File: config.mk
export PLATFORM = sky130hd
export DESIGN_NAME = serial_adder_seq
export DESIGN_NICKNAME = d
export VERILOG_FILES = /design/src/rtl/serial_adder_seq.sv
export SDC_FILE = /design/constraint.sdc
export NUM_CORES = 1
export LEC_CHECK = 0
export BUFFER_PORTS_ARGS = -buffer_cell sky130_fd_sc_hd__clkbuf_2
export CORE_MARGIN = 5
export CORE_UTILIZATION = 49
export CTS_CLUSTER_DIAMETER = 50
export CTS_CLUSTER_SIZE = 24
export DETAILED_ROUTE_END_ITERATION = 10
export GPL_ROUTABILITY_DRIVEN = 0
export PLACE_DENSITY = 0.79
export SYNTH_ARGS = -nofsm -noshare
export SYNTH_HDL_FRONTEND = slang
export SYNTH_SLANG_ARGS = --single-unit
File: constraint.sdc
create_clock -name clk -period 1.43 [get_ports clk]
set_input_delay 0.286 -clock clk [delete_from_list [all_inputs] [get_ports clk]]
set_output_delay 0.286 -clock clk [all_outputs]
set_load 0.05 [all_outputs]
File: src/rtl/serial_adder_seq.sv
// Bit-serial N-bit adder: operands load in parallel, one sum bit is produced per
// clock LSB-first through a half-adder/half-adder/OR full-adder cell and a carry
// flip-flop, and the result is published in parallel with a one-cycle done pulse.
module serial_adder_seq #(
    parameter int unsigned N = 8
) (
    input  logic         clk,
    input  logic         rst,
    input  logic         start,
    input  logic [N-1:0] a,
    input  logic [N-1:0] b,
    input  logic         cin,
    output logic         busy,
    output logic         done,
    output logic [N-1:0] sum,
    output logic         cout
);

    localparam int unsigned CntW = (N > 1) ? $clog2(N) : 1;

    typedef enum logic [0:0] {StIdle, StShift} state_e;

    state_e          state_q, state_d;
    logic [N-1:0]    opa_q, opa_d;
    logic [N-1:0]    opb_q, opb_d;
    logic [N-1:0]    acc_q, acc_d;
    logic [N-1:0]    sum_q, sum_d;
    logic            carry_q, carry_d;
    logic            cout_q, cout_d;
    logic            done_q, done_d;
    logic [CntW-1:0] cnt_q, cnt_d;

    logic            ha0_s, ha0_c, ha1_s, ha1_c;
    logic            fa_s, fa_c;
    logic [N-1:0]    acc_shift;

    // Full-adder cell on the current LSBs, and the accumulator with the new bit shifted in
    // from the top (written as a shift so that N=1 needs no special case).
    always_comb begin
        ha0_s     = opa_q[0] ^ opb_q[0];
        ha0_c     = opa_q[0] & opb_q[0];
        ha1_s     = ha0_s ^ carry_q;
        ha1_c     = ha0_s & carry_q;
        fa_s      = ha1_s;
        fa_c      = ha0_c | ha1_c;
        acc_shift = acc_q >> 1;
        acc_shift[N-1] = fa_s;
    end

    // Next-state: load on accepted start, shift one bit per edge, publish on the last bit.
    always_comb begin
        state_d = state_q;
        opa_d   = opa_q;
        opb_d   = opb_q;
        acc_d   = acc_q;
        sum_d   = sum_q;
        carry_d = carry_q;
        cout_d  = cout_q;
        cnt_d   = cnt_q;
        done_d  = 1'b0;
        unique case (state_q)
            StIdle: begin
                if (start) begin
                    opa_d   = a;
                    opb_d   = b;
                    carry_d = cin;
                    acc_d   = '0;
                    cnt_d   = '0;
                    state_d = StShift;
                end
            end
            StShift: begin
                carry_d = fa_c;
                acc_d   = acc_shift;
                opa_d   = opa_q >> 1;
                opb_d   = opb_q >> 1;
                cnt_d   = cnt_q + 1'b1;
                if (cnt_q == CntW'(N - 1)) begin
                    // sum/cout only ever change here, so no partial result is visible.
                    sum_d   = acc_shift;
                    cout_d  = fa_c;
                    done_d  = 1'b1;
                    state_d = StIdle;
                end
            end
            default: state_d = StIdle;
        endcase
    end

    // State register with asynchronous reset discarding any in-flight addition.
    always_ff @(posedge clk or posedge rst) begin
        if (rst) begin
            state_q <= StIdle;
            opa_q   <= '0;
            opb_q   <= '0;
            acc_q   <= '0;
            sum_q   <= '0;
            carry_q <= 1'b0;
            cout_q  <= 1'b0;
            done_q  <= 1'b0;
            cnt_q   <= '0;
        end else begin
            state_q <= state_d;
            opa_q   <= opa_d;
            opb_q   <= opb_d;
            acc_q   <= acc_d;
            sum_q   <= sum_d;
            carry_q <= carry_d;
            cout_q  <= cout_d;
            done_q  <= done_d;
            cnt_q   <= cnt_d;
        end
    end

    assign busy = (state_q == StShift);
    assign done = done_q;
    assign sum  = sum_q;
    assign cout = cout_q;

endmodule

==> flow_metrics.py <==
metrics = {
    "grt": {
        "track_usage": 0.1480,
        "grt_max_degree": 39,
        "antenna_found_initial": 0,
        "grt_overflow": 0,
        "grt_pass1_wl_um": 5057,
        "grt_pass1_vias": 1169,
    },
    "clocking": {
        "cts_made_buffers": 5,
        "cts-root-buf": "clkbuf_4",
        "cts.sinks": 38,
        "cts_tree": "done",
        "insertion_delay_ns": 0.33,
        "clk_pin_slew_ns": 0.11,
        "clk_path_buf_depth": 2,
        "cts-htree-levels": 2,
    },
    "sta": {
        "min_period_over_period": 0.9715,
        "skew_ns": 0.01064,
        "worst_pin_slew_ns": 0.4681,
        "hold_viol_final": 0,
        "maxSlewViolCount": 0,
        "finalCriticalPeriod_ns": 1.389,
        "rsz0062_at_grt": "false",
        "timing.hold.ws_ns": 0.02144,
        "fin_ws_ns": 0.04072,
        "fin_setup_tns_ns": 0,
        "final-setup-viol-count": 0,
        "slew_headroom": 0.6879,
        "fmax_mhz": 719.8,
    },
    "power_and_ir_drop": {
        "p_leak_nw": 0.9788,
        "p_per_area_nw_per_um2": 2104,
        "ir_drop_mv": 0.7304,
        "finalPower_mw": 4.046,
    },
    "cells_and_area": {
        "layout_commonest_cell": "dfrtp_1",
        "final_cell_mix": "dfrtp_1, clkbuf_2, nand2_1, mux2i_1, o21ai_1",
        "fillers": 296,
        "area_growth_pct": 15.56,
        "utilization": 0.5809,
        "final_nets": 201,
        "design_area_sq_um": 1923,
        "drive_gt1_frac": 0.3258,
        "num_antenna_cells": 0,
        "layoutNonFillerInstCount": 224,
    },
    "setup_path": {
        "worst_setup_path_end_kind": "flop",
        "startpoint_type": "flop",
        "ff2ff_path_depth": 4,
        "worstSetupPathDepth": 4,
        "worst_ep_required_time_ns": 1.65,
        "cp_num_buf_inv": 0,
        "path_cells": "ha_1 -> ha_2 -> nand2_2 -> mux2_2",
        "cp.arrival_ns": 1.61,
        "slowest_delay_ns": 0.41,
        "r2r-end": "sum[6]",
        "cp-startpoint": "cnt_q[0]",
        "cpLargestDelayFamily": "adder cells",
        "worstSetupEndpoint": "sum[6]",
        "slowest_stage": "dfrtp_1",
        "ff2ff_setup_slack_ns": 0.04,
        "worstSetupPathType": "reg -> reg",
        "path_max_fanout": 5,
        "r2r_start": "cnt_q[0]",
    },
    "die": {
        "start_util": 0.5026,
        "core_sq_um": 3311,
        "die-area_sq_um": 4661,
        "die_y_um": 68.28,
        "num_rows": 21,
        "dieWidth_um": 68.28,
        "io_pins": 31,
    },
    "logic_synthesis": {
        "synth_area_sq_um": 1664,
        "synth_nets": 164,
        "synth_cells": 141,
        "yosysWarningCount": 0,
        "avgSynthCellArea_sq_um": 11.80,
        "synth_top_cell_by_area": "dfrtp_1",
        "ys_ff_latch": 38,
        "yosysTopAreaCellShare": 0.5714,
        "yosys-top-cells-area": "dfrtp_1, mux2i_1, mux2_2",
        "yosysUniqueCellTypes": 17,
        "seq_area_frac_synth": 0.5714,
    },
    "route": {
        "antenna_left": 0,
        "via_count": 1072,
        "routedWlPerCell_um": 12.79,
        "via_per_inst": 4.786,
        "wirelength_um": 2864,
        "drt-initial-drc-count": 60,
        "firstDrtPassIters": 4,
        "drcViolationCount": 0,
    },
    "min_path": {
        "min_path_type": "in -> async",
    },
    "place": {
        "dp.cells": 215,
        "dp_hpwl_um": 2089,
        "placed_area_sq_um": 1856,
        "numPortBuffers": 30,
        "dp_slack_ns": 0.007672,
    },
    "outcome": {
        "status": "completed",
    },
    "job": {
        "cap_violations": 0,
    },
}
-- routing by layer --
metal | track usage | vias to the layer above | wire (um)
li1 | - | 547 | -
met1 | 0.1688 | 501 | 1212
met2 | 0.2539 | 20 | 1489
met3 | 0.04433 | 4 | 97
met4 | 0.06700 | 0 | 63
met5 | 0 | - | 0
-- worst min path at each step --
| stage | from | endpoint | slack (ns) | cells after the start |
|---|---|---|---|---|
| floorplan | b[7] | opb_q[7] | 0.44 | 2 |
| global placement | rst | sum[0] | 0.39 | 3 |
| detailed placement | rst | done | 0.40 | 3 |
| CTS | rst | done | 0.03 | 3 |
| global route | rst | done | 0.04 | 3 |
| finish | rst | done | 0.02 | 3 |
-- area by class of cell --
type | instances | area (sq um) | share of cell area
Clock inverter | 2 | 10.01 | 0.005205
Multi-Input combinational cell | 93 | 630.6 | 0.3279
Sequential cell | 38 | 950.9 | 0.4945
Inverter | 2 | 7.507 | 0.003904
Tap cell | 46 | 57.56 | 0.02993
Clock buffer | 5 | 37.54 | 0.01952
Timing Repair Buffer | 38 | 229.0 | 0.1191
-- repair_timing --
action / 4_1_cts / 5_1_grt
buffers inserted: 1 / 0
pin swaps: 1 / 0
cloned: 1 / 0
setup endpoints to repair: 5 / 1
hold buffers: 0 / 0
gates resized for setup: 1 / 1
-- Yosys cell counts, drive strengths merged --
library cell / instances
o21ai: 24
mux2i: 17
buf: 8
dfrtp: 38
clkbuf: 1
nand2b: 9
nor2: 3
nand2: 25
fa: 1
mux2: 10
inv: 2
ha: 2
a21oi: 1
-- worst reg2reg max path, cell delays in order (launching register included) --
cell and delay, ns:
dfrtp_1 0.41, ha_1 0.20, ha_2 0.21, nand2_2 0.12, mux2_2 0.34
-- registers in the layout, summed over array words and instances, names as in the netlist --
name and flops:
cout 1, acc_q 7, opa_q 8, cnt_q 3, busy 1, carry_q 1, sum 8, done 1
opb_q 8
-- cell families (layout without fill, tap and decap cells) --
kind of cell / count (synthesis) / in the layout / synth area share
simple gates: 37 / 38 / 0.1015
mux: 27 / 27 / 0.1699
flops: 38 / 38 / 0.5714
compound gates: 25 / 25 / 0.07518
fa+ha+maj: 3 / 3 / 0.02707
buf+inv: 11 / 47 / 0.05489
-- where the power goes --
group	total (mW)	leakage [nW]	internal (mW)	switching, mW
Clock	0.502	0.0308	0.177	0.325
Combinational	1.78	0.453	0.686	1.10
Sequential	1.76	0.495	1.51	0.252
Note: power is estimated with default switching activity, not from simulation.
